### src/rtl/div_result_bcd_formatter.sv
// Converts the divider's signed quotient/remainder into sign + BCD digits.
// Serial double dabble, one bit per clock: quotient first, then remainder.
module div_result_bcd_formatter #(
   parameter int unsigned WIDTH  = 8,
   parameter int unsigned DIGITS = 3
) (
   input  logic                  CLOCK,
   input  logic                  RESET,
   input  logic                  START,
   input  logic [WIDTH-1:0]      Quotient,
   input  logic [WIDTH-1:0]      Remainder,
   input  logic                  DivByZero,
   output logic                  BUSY,
   output logic                  DONE,
   output logic                  Error,
   output logic                  QSign,
   output logic [4*DIGITS-1:0]   QBCD,
   output logic                  RSign,
   output logic [4*DIGITS-1:0]   RBCD
);

   localparam int unsigned BCD_W = 4 * DIGITS;
   localparam int unsigned CNT_W = (WIDTH > 1) ? $clog2(WIDTH) : 1;
   localparam int unsigned SH_W  = BCD_W + WIDTH;

   typedef enum logic [1:0] {IDLE, CONV_Q, CONV_R, FINISH} state_t;

   state_t             state, next_state;
   logic [CNT_W-1:0]   cnt;
   logic [BCD_W-1:0]   acc;
   logic [BCD_W-1:0]   q_hold;
   logic [WIDTH-1:0]   mag;
   logic [WIDTH-1:0]   r_mag;
   logic               q_neg, r_neg, dz;

   logic               accept_c, last_c;
   logic [BCD_W-1:0]   adj_c, acc_next_c;
   logic [WIDTH-1:0]   mag_next_c;
   logic [SH_W-1:0]    shift_c;

   // Two's-complement magnitude; the most negative value maps to 2^(WIDTH-1).
   function automatic logic [WIDTH-1:0] mag_of(input logic [WIDTH-1:0] v);
      return v[WIDTH-1] ? WIDTH'(~v + WIDTH'(1)) : v;
   endfunction

   always_ff @(posedge CLOCK) begin
      if (RESET) state <= IDLE;
      else       state <= next_state;
   end

   always_comb begin
      next_state = state;
      accept_c   = 1'b0;
      last_c     = (cnt == CNT_W'(WIDTH - 1));
      case (state)
         IDLE: begin
            if (START) begin
               next_state = CONV_Q;
               accept_c   = 1'b1;
            end
         end
         CONV_Q: if (last_c) next_state = CONV_R;
         CONV_R: if (last_c) next_state = FINISH;
         FINISH: begin
            if (START) begin
               next_state = CONV_Q;
               accept_c   = 1'b1;
            end else begin
               next_state = IDLE;
            end
         end
         default: next_state = IDLE;
      endcase
   end

   // One double-dabble step: add 3 to every nibble >= 5, then shift left.
   always_comb begin
      adj_c = acc;
      for (int i = 0; i < int'(DIGITS); i++) begin
         if (acc[4*i +: 4] >= 4'd5) adj_c[4*i +: 4] = acc[4*i +: 4] + 4'd3;
      end
      shift_c    = {adj_c, mag} << 1;
      acc_next_c = shift_c[SH_W-1:WIDTH];
      mag_next_c = shift_c[WIDTH-1:0];
   end

   always_ff @(posedge CLOCK) begin
      if (RESET) begin
         cnt    <= '0;
         acc    <= '0;
         q_hold <= '0;
         mag    <= '0;
         r_mag  <= '0;
         q_neg  <= 1'b0;
         r_neg  <= 1'b0;
         dz     <= 1'b0;
         BUSY   <= 1'b0;
         DONE   <= 1'b0;
         Error  <= 1'b0;
         QSign  <= 1'b0;
         QBCD   <= '0;
         RSign  <= 1'b0;
         RBCD   <= '0;
      end else begin
         DONE <= 1'b0;
         if (accept_c) begin
            mag   <= mag_of(Quotient);
            r_mag <= mag_of(Remainder);
            q_neg <= Quotient[WIDTH-1];
            r_neg <= Remainder[WIDTH-1];
            dz    <= DivByZero;
            acc   <= '0;
            cnt   <= '0;
            BUSY  <= 1'b1;
         end else if (state == CONV_Q || state == CONV_R) begin
            cnt <= last_c ? '0 : cnt + CNT_W'(1);
            if (last_c && state == CONV_Q) begin
               q_hold <= acc_next_c;
               acc    <= '0;
               mag    <= r_mag;
            end else begin
               acc <= acc_next_c;
               mag <= mag_next_c;
            end
            // Publish all results together on entry to FINISH.
            if (last_c && state == CONV_R) begin
               BUSY  <= 1'b0;
               DONE  <= 1'b1;
               Error <= dz;
               if (dz) begin
                  QSign <= 1'b0;
                  RSign <= 1'b0;
                  QBCD  <= {BCD_W{1'b1}};
                  RBCD  <= {BCD_W{1'b1}};
               end else begin
                  QSign <= q_neg;
                  RSign <= r_neg;
                  QBCD  <= q_hold;
                  RBCD  <= acc_next_c;
               end
            end
         end
      end
   end

endmodule

### config.mk
export PLATFORM = sky130hd
export DESIGN_NAME = div_result_bcd_formatter
export DESIGN_NICKNAME = d
export VERILOG_FILES = /design/src/rtl/div_result_bcd_formatter.sv
export SDC_FILE = /design/constraint.sdc
export NUM_CORES = 1
export LEC_CHECK = 0
export CAP_MARGIN = 15
export CORE_ASPECT_RATIO = 1.75
export CORE_UTILIZATION = 45
export DETAILED_ROUTE_END_ITERATION = 8
export HOLD_SLACK_MARGIN = 0.06
export PLACE_DENSITY = 0.68
export SKIP_CTS_REPAIR_TIMING = 1
export SLEW_MARGIN = 20
export SYNTH_ARGS = -nofsm -noshare
export SYNTH_HDL_FRONTEND = slang
export SYNTH_SLANG_ARGS = --single-unit
export TNS_END_PERCENT = 10
### constraint.sdc
create_clock -name CLOCK -period 4.2 [get_ports CLOCK]
set_clock_uncertainty 0.2 [all_clocks]
set_input_delay 0.84 -clock CLOCK [delete_from_list [all_inputs] [get_ports CLOCK]]
set_output_delay 0.84 -clock CLOCK [all_outputs]
set_load 0.05 [all_outputs]
# Yosys cells after proc, flatten, opt, wreduce, memory -nomap -nowiden
# Index checks and enable logic that the tools add are counted.
dict set report totals {
  in_bits 20
  register_bits 77
  out_inout_bits 29
}
dict set report classes {
  magnitude_cmp 3
  n_eq_ne 7
  n_reduce_logical 13
  mux 25
  bitwise 4
  addsub 6
}
# cell n
set op_table {}
lappend op_table {{2-to-1 mux 8 bit} 5}
lappend op_table {{2-to-1 mux 12 bit} 3}
lappend op_table {{adder 8 x 1 -> 8 bit, second input constant} 2}
lappend op_table {{NOT 8 bit} 2}
lappend op_table {{>= comparator 4 x 3 -> 1 bit, second input constant} 3}
lappend op_table {{2-to-1 mux 1 bit} 9}
lappend op_table {{AND reduction 3 bit} 3}
lappend op_table {{adder 4 x 2 -> 4 bit, second input constant} 2}
lappend op_table {{2-to-1 mux 4 bit} 2}
lappend op_table {{case mux 2 bit (4 select lines)} 1}
lappend op_table {{2-to-1 mux 2 bit} 3}
lappend op_table {{2-to-1 mux 3 bit} 2}
lappend op_table {{inequality test 2 bit, second input constant} 3}
lappend op_table {{equality test 2 bit, second input constant} 2}
lappend op_table {{nonzero test 2 bit} 2}
lappend op_table {{OR reduction 2 bit} 2}
lappend op_table {{adder 3 x 1 -> 3 bit, second input constant} 1}
lappend op_table {{adder 3 x 2 -> 3 bit, second input constant} 1}
lappend op_table {{equality test 3 bit, second input constant} 1}
lappend op_table {{OR reduction 3 bit} 1}
lappend op_table {{equality test 2 x 1 -> 1 bit, second input constant} 1}
lappend op_table {{logical AND 1 bit} 2}
lappend op_table {{zero test 2 bit} 1}
lappend op_table {{NOT 1 bit} 2}
lappend op_table {{other kinds (2)} 2}

# Longest topological paths before layout
dict set report logic_depth {
  word_depth 5
  depth_mapped 7
  depth_no_buf 6
}

# Least setup slack after synthesis
# No wires, ideal clock.
dict set report synth_timing {
  kind {input to register}
  start {input Quotient[0]}
  end {register mag[6]}
  n_path_buf 0
  t_arrival_ns 1.916
  slack_ns 1.957
  t_required_ns 3.873
  path_stages 6
  path_cell_list {inv_1 ha_1 or3b_4 o31ai_4 nor4_1 or3_1}
}
dict set report synth_via {
  elab_chain_cells 4
}
# element line
set synth_rtl {}
lappend synth_rtl {{from (decl)} 10} ;# input logic [WIDTH-1:0] Quotient,
lappend synth_rtl {{NOT 8 bit} 43} ;# return v[WIDTH-1] ? WIDTH'(~v + WIDTH'(1)) : v;
lappend synth_rtl {{adder 8 x 1 -> 8 bit} 43}
lappend synth_rtl {{2-to-1 mux 8 bit} 43}
lappend synth_rtl {{2-to-1 mux 8 bit} 106} ;# if (accept_c) begin
lappend synth_rtl {{to (signal assigned)} 107} ;# mag <= mag_of(Quotient);
lappend synth_rtl {{to (signal assigned)} 120} ;# mag <= r_mag;
lappend synth_rtl {{to (signal assigned)} 123} ;# mag <= mag_next_c;
lappend synth_rtl {{to (decl)} 32} ;# logic [WIDTH-1:0] mag;
# No other way between the ends.
# A chain may end at the register's enable or synchronous reset.

# Worst setup path after layout
dict set report layout_timing {
  start {register state[1]}
  end {register RBCD[7]}
}
dict set report layout_via {
  elab_chain_cells 5
  elab_cells_between_ends 10
  classes_between {eq/ne: 3; mux: 1; bitwise: 1; reduce/logical: 5}
}
# element line
set layout_rtl {}
lappend layout_rtl {{from (decl)} 28} ;# state_t state, next_state;
lappend layout_rtl {{from (signal assigned)} 48} ;# else state <= next_state;
lappend layout_rtl {{equality test 2 bit / zero test 2 bit (equally long branches)} 55} ;# case (state)
lappend layout_rtl {{OR reduction 2 bit (no line)} --}
lappend layout_rtl {{2-to-1 mux 1 bit} --}
lappend layout_rtl {{NOT 1 bit (no line)} --}
lappend layout_rtl {{AND reduction 3 bit (no line) *} --}
lappend layout_rtl {{to (signal assigned)} 134} ;# RBCD <= {BCD_W{1'b1}};
lappend layout_rtl {{to (signal assigned)} 139} ;# RBCD <= acc_next_c;
lappend layout_rtl {{to (decl)} 19} ;# output logic [4*DIGITS-1:0] RBCD
# Every way passes the cells marked *; elsewhere a longest branch is shown, timed or not.

==> results.cfg <==
[detailed_routing]
route.detailed.drc = 0
via_per_inst = 5.66
vias = 3025
routedWlPerCell_um = 15.0
routed_wl_mm = 8.01
dr.pass1.iters = 4
drt_iter0_drc = 158
ant_nets = 0

[cts]
root_buffer = clkbuf_16
clock-sinks = 77
cts_tree = done
numCtsBuffers = 9
clockBufferDepth = 2
clk_latency_ns = 0.33
clk_pin_slew_ns = 0.06
htreeDepth = 3

[sta]
hold_viol_final = 0
post-route-period-util = 0.679
tightestPinTransition_ns = 0.931
worst_slew_margin_rel = 0.379
fin_hold_ws_ns = 0.253
setup_viol = 0
layout_min_cycle_time_ns = 2.85
rsz0062_at_grt = no
fmax_mhz = 351
report.final.slew_viol_count = 0
tns_ns = 0

[placement]
place_inst = 518
dp_hpwl_mm = 5.78
routabilityCongestion = 0.900
placed_cell_area_um2 = 4000
port_buffers = 48

[worst_setup_path]
worst_setup_path_start_kind = register
critical_path_required_ns = 4.26
slowest_stage = and3_1
cp_slowest_stage_delay_ns = 0.80
cp.arrival_ns = 2.91
crit_family = simple AND/OR/NAND/NOR gates
path_class = reg -> reg
cp-end-kind = register
crit_buf_inv = 2
path_cells = inv_1, ha_1, buf_4, and3_1, o21ai_0, a21oi_1
crit_fanout = 27

[synthesis]
syn-num-nets = 440
syn_area_per_cell_um2 = 8.65
synthArstFlopShare = 0
synth_cells = 404
yosysWarnings = 0
synth_edf_count = 0
syn_area_um2 = 3500
synth_ff_type = dfxtp_1
ys_types = 50
ys_seq_elements = 77
yosysSeqAreaShare = 0.441

[floorplan]
core-area_um2 = 7570
pin_count = 49
start_util = 0.462
die_y_um = 119
rows = 42
fp.dieArea_um2 = 8140
die_x_um = 68.6

[layout]
layout_common_cells = 77 x dfxtp_1, 48 x clkdlybuf4s50_1, 45 x nor2_1
fin_area_um2 = 4320
nets = 477
final_common_cell = dfxtp_1
num_antenna_cells = 0
drive_gt1_frac = 0.0785
area_growth_pct = 23.7
fill_cells = 711
layout.cells.non_filler = 534

[grt]
first_global_vias = 2858
gr-total-overflow = 0
antenna_found_initial = 0
grt_util_all_layers = 0.220
grt_pass1_wl_mm = 13.4
grt_max_degree = 47

[pwr]
power_density_nw_per_um2 = 515
cellLeakagePower_nw = 1.60
totalPowerFinal_mw = 2.22
ir_drop_mv = 0.335

[hold_path]
hold_path.class = reg -> reg

[flow_run]
maxCapViolCount = 0

[outcome]
outcome = complete, no violations
==> flip-flops by register name, summed over array words and instances (netlist names), 2 cells and up <==
signal	flops
cnt	3
state	2
q_hold	12
r_mag	8
QBCD	12
mag	8
acc	12
RBCD	12
==> per-stage QoR <==
step | setup WS (ns) | utilization
2_1_floorplan | 1.96 | -
3_3_place_gp | 1.39 | 0.529
3_5_place_dp | 1.27 | 0.529
4_1_cts | 1.33 | 0.571
5_1_grt | 1.08 | 0.571
6_report | 1.35 | 0.571
==> cell usage after synthesis, types with 2 or more instances <==
| cell | n | share of area |
|---|---|---|
| a211oi_1 | 12 | 0.026 |
| nor3b_1 | 3 | 0.0064 |
| o21ai_0 | 15 | 0.021 |
| nand3b_1 | 2 | 0.0043 |
| inv_1 | 18 | 0.019 |
| a31oi_1 | 2 | 0.0036 |
| and2_1 | 3 | 0.0054 |
| and3_1 | 4 | 0.0072 |
| nand2_1 | 30 | 0.032 |
| buf_2 | 10 | 0.014 |
| mux2_2 | 5 | 0.016 |
| clkbuf_1 | 12 | 0.013 |
| o31ai_1 | 4 | 0.0086 |
| buf_1 | 3 | 0.0032 |
| ha_1 | 16 | 0.057 |
| dfxtp_1 | 77 | 0.44 |
| a221oi_1 | 2 | 0.0050 |
| a32oi_1 | 2 | 0.0050 |
| o21ba_2 | 2 | 0.0057 |
| nand4_1 | 2 | 0.0036 |
| nor4_1 | 3 | 0.0054 |
| nand3_1 | 6 | 0.0086 |
| nor3_1 | 30 | 0.043 |
| xor2_1 | 4 | 0.010 |
| o32ai_1 | 6 | 0.015 |
| nor2b_1 | 5 | 0.0089 |
| or3_1 | 4 | 0.0072 |
| nor2_1 | 45 | 0.048 |
| a2bb2oi_1 | 3 | 0.0075 |
| a21oi_1 | 35 | 0.050 |
| mux2i_1 | 8 | 0.023 |
| xnor2_1 | 6 | 0.015 |
| o21bai_1 | 3 | 0.0064 |
| o22ai_1 | 6 | 0.011 |
==> cells by family after synthesis <==
kind of cell,share of synthesized area
adder cells (fa/ha/maj),0.0573
buffers and inverters,0.0537
flip-flops,0.441
AO/OA/AOI/OAI,0.185
AND/OR/NAND/NOR,0.199
XOR/XNOR,0.0251
multiplexers,0.0390
==> worst paths after layout <==
kind         depth (start not counted)      from      end  slack (ns)
max                                  6  state[1]  RBCD[7]        1.35
min                                  2     RSign    RSign        0.25
max reg2reg                          6  state[1]  RBCD[7]        1.35
min reg2reg                          2     RSign    RSign        0.25
==> power by group <==
group / switching [mW] / total, mW / leakage, nW / internal, mW
clock network: 0.310 / 0.833 / 0.160 / 0.523
registers: 0.0640 / 0.870 / 0.624 / 0.806
logic: 0.324 / 0.522 / 0.812 / 0.198
total: 0.698 / 2.22 / 1.60 / 1.53
==> cell type report <==
class / instances / area [µm²] / area share
Tap cell: 88 / 110 / 0.0255
Multi-Input combinational cell: 282 / 1770 / 0.409
Sequential cell: 77 / 1540 / 0.356
Timing Repair Buffer: 52 / 510 / 0.118
Inverter: 19 / 73.8 / 0.0171
Clock buffer: 9 / 225 / 0.0521
Clock inverter: 7 / 96.3 / 0.0223
==> worst reg2reg max path, delay by kind of cell (launching register included) <==
| family | cells | cell delay [ns] |
|---|---|---|
| compound gates | 2 | 0.43 |
| flops | 1 | 0.40 |
| simple gates | 1 | 0.80 |
| buf+inv | 2 | 0.41 |
| fa+ha+maj | 1 | 0.54 |
==> metal layers <==
metal	share of wire	GRT usage	up-vias	routed length, µm
met5	0	0	-	0
met4	0.026	0.0885	0	210
met3	0.027	0.0405	14	216
met2	0.55	0.388	66	4410
met1	0.40	0.246	1432	3170
li1	-	-	1513	-
No activity file was read; power rests on OpenSTA's default activity.
